## src/rtl/pipe_stage_reg.sv

```systemverilog
// Purpose: pipeline stage register with valid/ready handshake, optional 2-entry skid, flush and bubble-safe ctrl gating.
// Latency: 1 cycle from in_fire to out_vld when empty; 1 entry/cycle sustained while downstream is ready.
// Backpressure: SKID=1 absorbs one extra entry and drops a registered in_rdy; SKID=0 in_rdy = ~out_vld | out_rdy.
//
// Ports:
//   i_core_clk   rising-edge clock
//   i_rst        synchronous active-high reset (beats flush, flush beats handshake)
//   i_flush      discard every held entry; a same-cycle input is consumed and dropped
//   i_in_vld / o_in_rdy / i_in_dat / i_in_ctrl      upstream handshake and entry
//   o_out_vld / i_out_rdy / o_out_dat / o_out_ctrl  downstream handshake and entry
//   o_occupancy  held entries (0..2, at most 1 when SKID=0)
module pipe_stage_reg #(
  parameter int DATA_W = 69,
  parameter int CTRL_W = 2,
  parameter int SKID   = 1
) (
  input  logic              i_core_clk,
  input  logic              i_rst,
  input  logic              i_flush,
  input  logic              i_in_vld,
  output logic              o_in_rdy,
  input  logic [DATA_W-1:0] i_in_dat,
  input  logic [CTRL_W-1:0] i_in_ctrl,
  output logic              o_out_vld,
  input  logic              i_out_rdy,
  output logic [DATA_W-1:0] o_out_dat,
  output logic [CTRL_W-1:0] o_out_ctrl,
  output logic [1:0]        o_occupancy
);

  typedef struct packed {
    logic [DATA_W-1:0] dat;
    logic [CTRL_W-1:0] ctrl;
  } entry_t;

  typedef enum logic [1:0] {
    ST_EMPTY = 2'd0,
    ST_ONE   = 2'd1,
    ST_FULL  = 2'd2
  } state_t;

  entry_t     r_main;
  logic       r_out_vld;
  logic [1:0] r_occ;
  entry_t     w_in_ent;
  logic       w_out_fire;

  assign w_in_ent    = '{dat: i_in_dat, ctrl: i_in_ctrl};
  assign w_out_fire  = r_out_vld & i_out_rdy;

  assign o_out_vld   = r_out_vld;
  assign o_out_dat   = r_main.dat;
  assign o_out_ctrl  = r_main.ctrl;
  assign o_occupancy = r_occ;

  if (SKID != 0) begin : g_skid
    state_t     r_state;
    state_t     w_nxt_state;
    entry_t     r_skid;
    logic       r_in_rdy;
    logic       w_in_fire;
    logic       w_ld_main_in;
    logic       w_ld_main_skid;
    logic       w_ld_skid;
    logic       w_clr_ctrl;
    logic [1:0] w_nxt_occ;

    assign w_in_fire = i_in_vld & r_in_rdy;
    assign o_in_rdy  = r_in_rdy;

    always_comb begin
      w_nxt_state    = r_state;
      w_ld_main_in   = 1'b0;
      w_ld_main_skid = 1'b0;
      w_ld_skid      = 1'b0;
      w_clr_ctrl     = 1'b0;
      case (r_state)
        ST_EMPTY: begin
          if (w_in_fire) begin
            w_nxt_state  = ST_ONE;
            w_ld_main_in = 1'b1;
          end
        end
        ST_ONE: begin
          if (w_in_fire && w_out_fire) begin
            w_ld_main_in = 1'b1;
          end else if (w_in_fire) begin
            w_nxt_state = ST_FULL;
            w_ld_skid   = 1'b1;
          end else if (w_out_fire) begin
            w_nxt_state = ST_EMPTY;
            w_clr_ctrl  = 1'b1;
          end
        end
        ST_FULL: begin
          if (w_out_fire) begin
            w_nxt_state    = ST_ONE;
            w_ld_main_skid = 1'b1;
          end
        end
        default: begin
          w_nxt_state = ST_EMPTY;
          w_clr_ctrl  = 1'b1;
        end
      endcase
      // Flush overrides every load; any same-cycle input is swallowed here.
      if (i_flush) begin
        w_nxt_state    = ST_EMPTY;
        w_ld_main_in   = 1'b0;
        w_ld_main_skid = 1'b0;
        w_ld_skid      = 1'b0;
        w_clr_ctrl     = 1'b1;
      end
      case (w_nxt_state)
        ST_ONE:  w_nxt_occ = 2'd1;
        ST_FULL: w_nxt_occ = 2'd2;
        default: w_nxt_occ = 2'd0;
      endcase
    end

    // Status outputs are registered from the next state so none of them
    // (in particular in_rdy) has a combinational path from out_rdy.
    always_ff @(posedge i_core_clk) begin
      if (i_rst) begin
        r_state   <= ST_EMPTY;
        r_main    <= '0;
        r_skid    <= '0;
        r_out_vld <= 1'b0;
        r_in_rdy  <= 1'b1;
        r_occ     <= 2'd0;
      end else begin
        r_state   <= w_nxt_state;
        r_out_vld <= (w_nxt_state != ST_EMPTY);
        r_in_rdy  <= (w_nxt_state != ST_FULL);
        r_occ     <= w_nxt_occ;
        if (w_ld_main_in) begin
          r_main <= w_in_ent;
        end else if (w_ld_main_skid) begin
          r_main <= r_skid;
        end else if (w_clr_ctrl) begin
          // Payload is left alone so out_dat stays stable while idle.
          r_main.ctrl <= '0;
        end
        if (w_ld_skid) begin
          r_skid <= w_in_ent;
        end else if (i_flush) begin
          r_skid <= '0;
        end
      end
    end
  end else begin : g_reg
    logic w_in_rdy;
    logic w_in_fire;

    assign w_in_rdy  = ~r_out_vld | i_out_rdy;
    assign w_in_fire = i_in_vld & w_in_rdy;
    assign o_in_rdy  = w_in_rdy;

    always_ff @(posedge i_core_clk) begin
      if (i_rst) begin
        r_main    <= '0;
        r_out_vld <= 1'b0;
        r_occ     <= 2'd0;
      end else if (i_flush) begin
        r_out_vld   <= 1'b0;
        r_main.ctrl <= '0;
        r_occ       <= 2'd0;
      end else if (w_in_fire) begin
        r_main    <= w_in_ent;
        r_out_vld <= 1'b1;
        r_occ     <= 2'd1;
      end else if (w_out_fire) begin
        r_out_vld   <= 1'b0;
        r_main.ctrl <= '0;
        r_occ       <= 2'd0;
      end
    end
  end

endmodule
```

## config.mk

```make
export PLATFORM = sky130hd
export DESIGN_NAME = pipe_stage_reg
export DESIGN_NICKNAME = d
export VERILOG_FILES = /design/src/rtl/pipe_stage_reg.sv
export SDC_FILE = /design/constraint.sdc
export NUM_CORES = 1
export LEC_CHECK = 0
export BUFFER_PORTS_ARGS = -buffer_cell sky130_fd_sc_hd__buf_2
export CAP_MARGIN = 10
export CORE_ASPECT_RATIO = 1.4
export CORE_MARGIN = 1
export CORE_UTILIZATION = 30
export CTS_CLUSTER_DIAMETER = 60
export CTS_CLUSTER_SIZE = 24
export DETAILED_ROUTE_END_ITERATION = 16
export MAX_ROUTING_LAYER = met4
export PLACE_DENSITY = 0.56
export SYNTH_ARGS = -nofsm -noshare
export SYNTH_HDL_FRONTEND = slang
export SYNTH_SLANG_ARGS = --single-unit
export TNS_END_PERCENT = 20
```

## constraint.sdc

```tcl
create_clock -name i_core_clk -period 1.5 [get_ports i_core_clk]
set_input_delay 0.15 -clock i_core_clk [delete_from_list [all_inputs] [get_ports i_core_clk]]
set_output_delay 0.15 -clock i_core_clk [all_outputs]
set_load 0.02 [all_outputs]
```

==> results.ini, run 1 <==
[run_status]
status = completed

[synthesis]
synthArstFlopShare_pct = 0
synth-edff-count = 0
synth_most_common_cell = dfxtp_1
synth_area_per_cell_sq_um = 8.53
netlist-cell-type-count = 33
synth_area_sq_um = 5720
syn-num-nets = 746
ys_top_cells_by_area = dfxtp_1 (52%), a21oi_1 (12%), nand2_1 (9.5%), a22oi_1 (9.2%), nand3_1 (5.3%)
yosysTopAreaCellShare_pct = 51.8
synth_seq_cells = 148
synth_largest_area_cell = dfxtp_1
ys_warn_count = 0
ys_seq_area_share_pct = 51.8
synth_top_flop_cell = dfxtp_1
postSynthCellCount = 670
netlist_top_cells_count = dfxtp_1 (148), nand2_1 (144), a21oi_1 (132)

[critical_path]
worstPathArrival_ns = 1.81
crit_fanout = 8
reg2reg_depth = 6
crit_type = reg2reg
crit_start = g_skid.r_state[1]$_SDFF_PP0_
worstSetupStartpointType = register
required_ns = 1.85
worstPathCellList = buf_6, and3b_2, and2_4, clkbuf_16, nand2_1, a21oi_1
critPathMaxStageDelay_ns = 0.32
setup.worst_path.end = g_skid.r_skid[22]$_SDFFE_PP0P_
r2r-start = g_skid.r_state[1]$_SDFF_PP0_
cp-end-kind = register
r2r_end = g_skid.r_skid[22]$_SDFFE_PP0P_
slowest_stage = dfxtp_2
r2r_setup_slack_ns = 0.04
path_depth = 6
crit_family = simple AND/OR/NAND/NOR gates
cp_num_buf_inv = 2

[global_route]
track_usage_pct = 18.4
grt_antenna_before_repair = 0
grt_pass1_vias = 5409
grt_max_degree = 72
grt_pass1_wl_mm = 27.4
overflow = 0

[floorplan]
dieArea_sq_um = 19600
row_count = 59
die_h_microns = 165
coreArea_sq_um = 18600
start_util_pct = 30.7
io_pins = 151
die_w_microns = 119

[timing]
slew_headroom_pct = 59.5
fmax_mhz = 684
hold_viol_final = 0
tightest_slew_ns = 0.607
fin_crit_ns = 1.46
period_share_pct = 97.5
skew_ns = 0.00905
holdWs_ns = 0.233
setup_viol = 0
rsz0062_at_grt = true
drv_slew = 0
tns_ns = 0

[clocking]
cts_sinks = 148
clk_latency_ns = 0.42
clk_pin_slew_worst_paths_ns = 0.06
root_buffer = clkbuf_16
clk_path_buf_depth = 2
cts_htree_levels = 4
cts_buffers = 17
cts_tree = built

[routing]
detail_route.wl_per_cell_microns = 16.6
totalWireLength_mm = 19.1
dr_total_vias = 5682
drt_iter0_markers = 361
ant_nets = 0
viasPerCell = 4.94
drc = 0
first_pass_iters = 5

[cells_and_area]
final_layout_size_suffix_gt1_share_pct = 29.7
fin_nets = 971
fin_area_sq_um = 8620
antenna_cells = 0
instances_no_fill = 1151
area_delta_synth_final_pct = 50.8

[place]
portBuffers = 150
dp_hpwl_mm = 10.4
dpl_cell_area_sq_um = 6900
place_inst = 1033
place_congestion = 0.705

[pwr]
p_clk_share_pct = 46.8
p_int_uw = 7500
p_per_area_nw_per_um2 = 1140
power_switching_share_pct = 23.4
vdd_drop_max_mv = 0.583
p_total_uw = 9790
seq_power_share_pct = 42.0
leakage_uw = 0.00332
switchingPower_uw = 2290
combPwrFrac_pct = 11.2

[worst_hold_path]
hp-start = i_rst
hold-path-cell-count = 3
hold_path_class = in2reg

[flow_run]
drv_cap = 0

[repair_timing]
item                                   in CTS  in global routing
endpoints found under the hold margin      71                  0
setup endpoints to repair                   0                135
buffers inserted                            0                  3
resized for setup                           0                 22
hold buffers                               71                  0
[final cells by class]
cell class | instances | area, sq um
Fill cell | 1873 | 9980
Tap cell | 244 | 305
Inverter | 2 | 7.51
Multi-Input combinational cell | 457 | 2510
Clock buffer | 23 | 488
Sequential cell | 148 | 2970
Clock inverter | 8 | 148
Timing Repair Buffer | 269 | 2200
[worst min-delay path, stage by stage]
cell   delay (ns)
buf_2        0.11
or2_2        0.16
or3_1        0.17
[power groups by stage]
stage,Combinational (uW),Sequential [uW],Clock [uW]
after CTS,1030,4110,4680
after global routing,1190,4120,4860
after detailed placement,888,4190,0
after floorplan,359,4310,0
final,1100,4110,4580
after global placement,885,4190,0
[through the flow]
stage / util [%] / worst slack, ns
2_1_floorplan: - / -0.0643
3_3_place_gp: 37.1 / 0.0273
3_5_place_dp: 37.1 / 0.0189
4_1_cts: 44.3 / 0.00710
5_1_grt: 46.3 / -0.0255
6_report: 46.3 / 0.0382
[routing by layer]
layer	up-vias	GRT usage (%)	part of all wire, %
met5	-	-	0
met4	0	8.40	1.6
met3	22	3.33	4.2
met2	173	31.9	52
met1	2682	20.6	43
li1	2805	-	-
[registers in the layout, summed over array words and instances (netlist names)]
name            cells
g_skid.r_skid      71
g_skid.r_state      2
o_in_rdy            1
o_occupancy         2
o_out_ctrl          2
o_out_dat          69
o_out_vld           1
[worst min path at each step]
stage                                           to
detailed placement  g_skid.r_skid[26]$_SDFFE_PP0P_
global placement    g_skid.r_skid[64]$_SDFFE_PP0P_
floorplan            g_skid.r_skid[0]$_SDFFE_PP0P_
global route                   o_in_rdy$_SDFF_PP1_
finish                         o_in_rdy$_SDFF_PP1_
CTS                     o_out_ctrl[1]$_SDFFE_PP0P_
[placed cells by master, fill, tap and decap left out, types with 8 or more instances in the layout]
cell,n
nand2_1,143
a21oi_2,14
buf_2,150
nand3_2,10
a22oi_1,68
buf_4,16
dlygate4sd3_1,71
buf_12,13
a21oi_1,128
nand3_1,61
dfxtp_1,145
clkbuf_16,27
buf_6,8
[cell families (layout without fill, tap and decap cells)]
group / Yosys count / after routing / share of synthesized area, %
and+or+nand+nor: 236 / 237 / 19.0
DFF: 148 / 148 / 51.8
buffers and inverters: 66 / 302 / 5.45
AOI/OAI and AO/OA: 218 / 218 / 23.4
muxes: 2 / 2 / 0.350
Power figures use the tool's default switching activity.
==> run 2: changes to the inputs <==
--- a/config.mk
+++ b/config.mk
@@ -14,7 +14,7 @@
 export CTS_CLUSTER_SIZE = 24
 export DETAILED_ROUTE_END_ITERATION = 16
 export MAX_ROUTING_LAYER = met4
-export PLACE_DENSITY = 0.56
+export PLACE_DENSITY = 0.54
 export SYNTH_ARGS = -nofsm -noshare
 export SYNTH_HDL_FRONTEND = slang
 export SYNTH_SLANG_ARGS = --single-unit
==> constraint.sdc (replaced) <==
create_clock -name i_core_clk -period 1.7 [get_ports i_core_clk]
set_input_delay 0.17 -clock i_core_clk [delete_from_list [all_inputs] [get_ports i_core_clk]]
set_output_delay 0.17 -clock i_core_clk [all_outputs]
set_load 0.02 [all_outputs]
==> results.ini, run 2 (same netlist as run 1, synthesis figures left out) <==
[run_status]
status = completed

[floorplan]
dieArea_sq_um = 19600
io_pins = 151
die_w_microns = 119
die_h_microns = 165
coreArea_sq_um = 18600
row_count = 59
start_util_pct = 30.7

[place]
dp_hpwl_mm = 10.3
place_congestion = 0.728
portBuffers = 150

[critical_path]
reg2reg_depth = 5
worstPathArrival_ns = 1.91
cp-end-kind = register
worstPathCellList = and2_1, and3_2, buf_12, a22oi_1, a21oi_1
worstSetupStartpointType = register
slowest_stage = dfxtp_1
r2r_setup_slack_ns = 0.14
r2r-start = o_out_vld$_SDFF_PP0_
crit_fanout = 34
crit_type = reg2reg
critPathMaxStageDelay_ns = 0.39
required_ns = 2.05
r2r_end = o_out_dat[5]$_SDFFE_PP0P_

[clocking]
postCtsSetupRepairBufs = 0
cts_buffers = 17
clk_latency_ns = 0.41
cts_hold_buf = 64
cts_resized = 0
root_buffer = clkbuf_16
clk_pin_slew_worst_paths_ns = 0.06
cts_sinks = 148
cts_htree_levels = 4
cts_tree = built
clk_path_buf_depth = 2

[cells_and_area]
final_layout_size_suffix_gt1_share_pct = 26.5
antenna_cells = 0
final_util_pct = 43.3
area_delta_synth_final_pct = 41.0
fillCellCount = 1935
fin_nets = 940
mostFrequentLayoutCells = buf_2 (149), dfxtp_1 (148), nand2_1 (143), a21oi_1 (132), a22oi_1 (70)
final_common_cell = buf_2
largest-register = g_skid.r_skid
largest_reg_flops = 71

[timing]
slew_headroom_pct = 67.0
rsz0062_at_grt = false
setup_viol = 0
skew_ns = 0.00836
hold_viol_final = 0
drv_slew = 0
tightest_slew_ns = 0.495
fin_crit_ns = 1.56
tns_ns = 0
fmax_mhz = 641
period_share_pct = 91.8

[routing]
drc = 0
drt_iter0_markers = 321
viasPerCell = 4.87
first_pass_iters = 5
ant_nets = 0
totalWireLength_mm = 17.1
dr_total_vias = 5462
detail_route.wl_per_cell_microns = 15.3

[global_route]
grt_antenna_before_repair = 0
track_usage_pct = 18.2
overflow = 0
grt_max_degree = 72
grt_pass1_wl_mm = 27.1
grt_pass1_vias = 5267

[worst_hold_path]
hold-path-cell-count = 3
hold_path_class = in2reg
hp-start = i_in_dat[13]
hold_end = g_skid.r_skid[15]$_SDFFE_PP0P_

[pwr]
p_per_area_nw_per_um2 = 1050
vdd_drop_max_mv = 0.516
leakage_uw = 0.00306

[flow_run]
drv_cap = 0

run 2: metal layers:
metal	vias to the layer above	wire, microns	global-route usage, %
li1	2736	-	-
met1	2563	7380	20.2
met2	146	8620	32.2
met3	17	756	3.64
met4	0	348	7.08
met5	-	0	-
run 2: how the worst max path moves through the flow:
stage	endpoint	startpoint
floorplan	o_out_dat[21]$_SDFFE_PP0P_	o_out_vld$_SDFF_PP0_
global placement	o_out_dat[33]$_SDFFE_PP0P_	g_skid.r_state[0]$_SDFF_PP0_
detailed placement	g_skid.r_skid[64]$_SDFFE_PP0P_	g_skid.r_state[1]$_SDFF_PP0_
CTS	g_skid.r_skid[64]$_SDFFE_PP0P_	g_skid.r_state[1]$_SDFF_PP0_
global route	o_out_dat[48]$_SDFFE_PP0P_	o_out_vld$_SDFF_PP0_
finish	o_out_dat[5]$_SDFFE_PP0P_	o_out_vld$_SDFF_PP0_
run 2: metrics by stage:
step	cell area [sq um]	setup slack (ns)	hold slack, ns	instances	total power [uW]
3_3_place_gp	6800	0.161	0.422	1025	4470
4_1_cts	8060	0.130	0.00237	1121	8580
3_5_place_dp	6800	0.138	0.427	1025	4470
6_report	8060	0.139	0.0276	1121	8440
2_1_floorplan	5720	0.0562	0.306	670	4110
5_1_grt	8060	0.0119	0.00892	1121	8790
run 2: power by group:
group	leakage, uW	switching, uW	internal (uW)
logic	0.00157	494	377
clock network	0.000295	1410	2540
registers	0.00120	54.1	3570
run 2: final cells by class:
class | instances | area [sq um] | share of cell area [%]
flip-flops and latches | 148 | 2960 | 36.8
multi-input cells | 456 | 2460 | 30.5
repair buffers | 239 | 1710 | 21.2
clock buffers | 24 | 472 | 5.85
well taps | 244 | 305 | 3.79
clock inverters | 8 | 149 | 1.85
inverters | 2 | 7.51 | 0.0931
run 2: critical path: cells and delay by family, from the launching register on:
| kind | cells | cell delay, ns |
|---|---|---|
| AND/OR/NAND/NOR | 2 | 0.60 |
| AO/OA/AOI/OAI | 2 | 0.26 |
| flip-flops | 1 | 0.39 |
| buffers and inverters | 1 | 0.23 |
